`config.mk`:
```
export PLATFORM = sky130hd
export DESIGN_NAME = vec_dot_engine
export DESIGN_NICKNAME = d
export VERILOG_FILES = /design/src/rtl/vec_dot_engine.sv
export SDC_FILE = /design/constraint.sdc
export NUM_CORES = 2
export LEC_CHECK = 0
export ABC_AREA = 1
export CORE_UTILIZATION = 30
export DETAILED_ROUTE_END_ITERATION = 10
export HOLD_SLACK_MARGIN = 0.1
export MAX_ROUTING_LAYER = met4
export PLACE_DENSITY = 0.53
export SLEW_MARGIN = 40
export SYNTH_ARGS = -nofsm -noshare
export SYNTH_HDL_FRONTEND = slang
export SYNTH_SLANG_ARGS = --single-unit
```
`constraint.sdc`:
```
create_clock -name clk -period 14.3 [get_ports clk]
set_input_delay 2.145 -clock clk [delete_from_list [all_inputs] [get_ports clk]]
set_output_delay 2.145 -clock clk [all_outputs]
set_load 0.02 [all_outputs]
```
`src/rtl/vec_dot_engine.sv`:
```
// Sequential dot-product engine: streams VEC_LEN element pairs from two source
// memories over a shared address bus and emits one registered signed sum.
module vec_dot_engine #(
   parameter int DATA_WIDTH   = 32,
   parameter int ADDR_WIDTH   = 5,
   parameter int RESULT_WIDTH = 32,
   parameter int VEC_LEN      = 4
) (
   input  logic                    clk,
   input  logic                    rst_n,
   input  logic                    start,
   input  logic [ADDR_WIDTH-1:0]   vec_base,
   output logic                    busy,
   output logic                    rd_en,
   output logic [ADDR_WIDTH-1:0]   rd_addr,
   input  logic [DATA_WIDTH-1:0]   a_data,
   input  logic [DATA_WIDTH-1:0]   b_data,
   output logic [RESULT_WIDTH-1:0] result,
   output logic                    result_valid
);

   typedef enum logic [1:0] {S_IDLE, S_READ, S_DRAIN} state_t;

   localparam int PW = 2 * DATA_WIDTH;
   localparam logic [ADDR_WIDTH-1:0] LAST = ADDR_WIDTH'(VEC_LEN - 1);

   state_t                  r_state, w_next;
   logic                    r_rd_en, r_vld, r_result_valid;
   logic [ADDR_WIDTH-1:0]   r_rd_addr, r_cnt;
   logic [DATA_WIDTH-1:0]   r_a, r_b;
   logic [RESULT_WIDTH-1:0] r_acc, r_result;
   logic [PW-1:0]           w_prod;
   logic [RESULT_WIDTH-1:0] w_prod_rs, w_sum;
   logic                    w_last;

   // Operands are sign-extended to full width so an unsigned multiply yields the signed product.
   assign w_prod = {{DATA_WIDTH{r_a[DATA_WIDTH-1]}}, r_a} * {{DATA_WIDTH{r_b[DATA_WIDTH-1]}}, r_b};

   generate
      if (RESULT_WIDTH <= PW) begin : g_trunc
         assign w_prod_rs = w_prod[RESULT_WIDTH-1:0];
      end else begin : g_sext
         assign w_prod_rs = {{(RESULT_WIDTH-PW){w_prod[PW-1]}}, w_prod};
      end
   endgenerate

   assign w_sum  = r_acc + w_prod_rs;
   assign w_last = (r_cnt == LAST);

   always_ff @(posedge clk) begin
      if (!rst_n) r_state <= S_IDLE;
      else        r_state <= w_next;
   end

   always_comb begin
      w_next = r_state;
      case (r_state)
         S_IDLE:  if (start) w_next = S_READ;
         S_READ:  if (w_last) w_next = S_DRAIN;
         S_DRAIN: w_next = S_IDLE;
         default: w_next = S_IDLE;
      endcase
   end

   // Data returned for a strobe cycle is captured on the following edge and
   // summed one edge later, tracked by r_vld.
   always_ff @(posedge clk) begin
      if (!rst_n) begin
         r_rd_en        <= 1'b0;
         r_rd_addr      <= '0;
         r_cnt          <= '0;
         r_vld          <= 1'b0;
         r_a            <= '0;
         r_b            <= '0;
         r_acc          <= '0;
         r_result       <= '0;
         r_result_valid <= 1'b0;
      end else begin
         r_vld          <= r_rd_en;
         r_result_valid <= 1'b0;
         if (r_rd_en) begin
            r_a <= a_data;
            r_b <= b_data;
         end
         case (r_state)
            S_IDLE: if (start) begin
               r_rd_en   <= 1'b1;
               r_rd_addr <= vec_base;
               r_cnt     <= '0;
               r_acc     <= '0;
            end
            S_READ: begin
               if (w_last) begin
                  r_rd_en <= 1'b0;
               end else begin
                  r_rd_addr <= r_rd_addr + ADDR_WIDTH'(1);
                  r_cnt     <= r_cnt + ADDR_WIDTH'(1);
               end
               if (r_vld) r_acc <= w_sum;
            end
            S_DRAIN: begin
               r_result       <= r_vld ? w_sum : r_acc;
               r_result_valid <= 1'b1;
            end
            default: ;
         endcase
      end
   end

   assign busy         = (r_state != S_IDLE);
   assign rd_en        = r_rd_en;
   assign rd_addr      = r_rd_addr;
   assign result       = r_result;
   assign result_valid = r_result_valid;

endmodule

```
==> impl_metrics.yaml <==
setup_path:
  cp_slowest_cell: "dfxtp_1"
  crit_path_max_fanout: 15
  crit_family: "adder cells"
  endpoint_kind: "flop"
  cpPeakStageDelay_ns: 0.88
  crit_path_frequent_cell: "inv_1"
  startpoint_type: "flop"
  cp_data_required_time_ns: 14.67
  startpoint: "r_b[18]"
  r2r_start: "r_b[18]"
  path_class: "flop to flop"
  crit_arrival_ns: 7.78
  path_buf_inv: 9
final_layout:
  fin_util: 0.339
  final_nets: 3900
  syn_to_final_growth_pct: 11.0
  drive_above_1_share: 0.0323
  diodes: 0
grt:
  antenna_found_initial: 0
  grt_pass1_wl_um: 105000
  grt_overflow: 0
  grt_pass1_vias: 18800
  grtUsageTotal: 0.173
  grt_start_max_net_pins: 77
clock_tree:
  clk_path_buf_depth: 2
  clockRootBuffer: "clkbuf_16"
  htreeDepth: 4
  cts_buffers: 17
  cts_hold_buf: 0
  cts_tree: "built"
  clkSlewWorstSetupHoldPaths_ns: 0.07
  worst_skew_pair.late_latency_ns: 0.50
  postCtsResizedCells: 0
  cts_setup_buffers: 0
  clkSinkCount: 143
floorplan:
  num_io_pins: 112
  core_mm2: 0.0778
  die_y_um: 283
  start_util: 0.305
  die_area_mm2: 0.0803
  die-width_um: 283
  row_count: 102
drt:
  antenna_left: 0
  routed_wl_um: 65100
  vias: 18700
  drc_errors: 0
  drt-initial-drc-count: 970
  viasPerCell: 4.35
  wl_per_cell_um: 15.2
  first_pass_iters: 6
logic_synthesis:
  synth_area_mm2: 0.0238
  synth.avg_cell_area_um2: 7.36
  synth_nets: 3891
  synthSimpleGateAreaFrac: 0.178
  synth_compound_area_frac: 0.0593
  synth_top_family_by_area: "adder cells"
  ys_ff_latch: 143
  synth_top_area_share: 0.369
  synthXorXnorAreaFrac: 0.00806
  synthFlopType: "dfxtp_1"
  synth_cells: 3228
  ys_seq_area_frac: 0.120
  ys_types: 46
  yosysWarnings: 0
  synth-edff-count: 0
  synth_adder_area_share: 0.450
  async_reset_ff_frac: 0
  synth_area_leaders: "fa_1 37%, inv_1 15%, nand2_1 13%"
  synth_mux_area_frac: 0
  synth_area_leader_cell: "fa_1"
sta:
  slew_violations: 0
  setup_tns_ns: 0
  rsz0062_at_grt: "false"
  slew_headroom: 0.430
  hold_viol: 0
  skew_ns: 0.0252
  setup_viol: 0
  min_period_ns: 7.41
  tightest_slew_ns: 0.853
  fin_hold_ws_ns: 0.486
  fin_crit_sh: 0.518
  fmax_mhz: 135
power_and_ir_drop:
  p_switching_mw: 0.995
  comb_power_share: 0.545
  p_int_mw: 1.08
  leakagePower_nw: 15.4
  peakVddDrop_mv: 0.0864
  swShare: 0.479
  clkPwrFrac: 0.223
  p_per_area_mw_per_mm2: 78.8
  pwr-share-seq: 0.233
place:
  hpwl_um: 51100
  port_buffers: 111
  gp_congestion: 0.879
job:
  maxCapViolCount: 0
status:
  status: "finished clean"
min_path:
  holdCritPathClass: "flop to flop"
  worstHoldStart: "r_cnt[1]"
==> registers in the layout, summed over array words and instances (netlist names) <==
| name | flops |
|---|---|
| r_a | 32 |
| r_vld | 1 |
| r_state | 2 |
| result_valid | 1 |
| result | 32 |
| r_acc | 32 |
| rd_en | 1 |
| rd_addr | 5 |
| r_b | 32 |
| r_cnt | 5 |
==> layout make-up <==
class                      instances  area (um2)
clock inverter                    14         146
clock buffer                      18         429
fill                            8455       51500
timing repair buffer             143        1370
multi-input combinational       1940       16500
tap                             1040        1300
inverter                         992        3730
sequential                       143        2880
==> power groups by stage <==
stage / sequential [mW] / combinational, mW / clock [mW]
final: 0.483 / 1.13 / 0.463
after global routing: 0.487 / 1.30 / 0.489
after CTS: 0.484 / 1.15 / 0.477
after detailed placement: 0.493 / 1.14 / 0
after global placement: 0.493 / 1.14 / 0
after floorplan: 0.446 / 0.828 / 0
==> cell usage after synthesis (7+ instances only) <==
cell      number
inv_1        979
nand2_1      809
fa_1         438
nor2_1       158
ha_1         153
dfxtp_1      143
o21ai_0      128
clkbuf_1     112
nand3_1       69
a21oi_1       46
o211ai_1      21
o22ai_1       21
buf_2         16
xor2_1        16
o21ai_1       13
buf_4         12
buf_1         10
nand2_2        9
nor3_1         9
inv_2          7
==> worst paths after layout <==
path	endpoint	slack, ns	cells past startpoint
setup reg to reg	result[30]	6.89	28
hold reg to reg	r_cnt[1]	0.49	2
setup / recovery	result[30]	6.89	28
hold / removal	r_cnt[1]	0.49	2
==> logic make-up after synthesis <==
| logic type | Yosys count |
|---|---|
| adder cells (fa/ha/maj) | 591 |
| buffers and inverters | 1145 |
| XOR/XNOR | 21 |
| AND/OR/NAND/NOR | 1075 |
| flip-flops | 143 |
| AO/OA/AOI/OAI | 253 |
==> layout by cell type, fill, tap and decap left out, types with 5 or more instances in the layout <==
| cell type | Yosys | routed |
|---|---|---|
| inv_1 | 979 | 976 |
| o211ai_1 | 21 | 21 |
| nand2_2 | 9 | 9 |
| nor3_1 | 9 | 9 |
| xor2_1 | 16 | 16 |
| clkdlybuf4s50_1 | 0 | 110 |
| inv_6 | 0 | 6 |
| o22ai_1 | 21 | 21 |
| nor2_1 | 158 | 157 |
| fa_1 | 438 | 438 |
| dfxtp_1 | 143 | 133 |
| nand3_1 | 69 | 69 |
| buf_4 | 12 | 31 |
| o21ai_1 | 13 | 13 |
| a21o_1 | 5 | 5 |
| nand3b_1 | 6 | 6 |
| o21ai_0 | 128 | 128 |
| clkbuf_16 | 0 | 17 |
| a21oi_1 | 46 | 46 |
| nand2_1 | 809 | 809 |
| dfxtp_2 | 0 | 7 |
| ha_1 | 153 | 153 |
| inv_2 | 7 | 9 |
| clkinv_1 | 6 | 6 |
==> worst reg2reg max path, delay by kind of cell (launching register included) <==
kind	cells	cell delay (ns)
flops	1	0.88
compound gates	3	0.45
fa+ha+maj	9	4.37
buf+inv	9	0.51
simple gates	7	1.09
==> stage by stage <==
step                      power, mW  setup slack, ns  area (um2)  instances
final                          2.08             6.89       26400       4290
after global placement         1.63             6.85       25700       4257
after CTS                      2.11             6.90       26300       4289
after global routing           2.28             6.47       26400       4290
after floorplan                1.27             7.58       23800       3228
after detailed placement       1.63             6.93       25800       4257
==> routing by layer <==
metal | global-route usage | routed length (um) | vias up
met5 | - | 0 | -
met4 | 0.0566 | 1890 | 0
met3 | 0.0210 | 2440 | 76
met2 | 0.293 | 32800 | 351
met1 | 0.212 | 28000 | 9065
li1 | - | - | 9158
(Power assumes the default switching activity.)
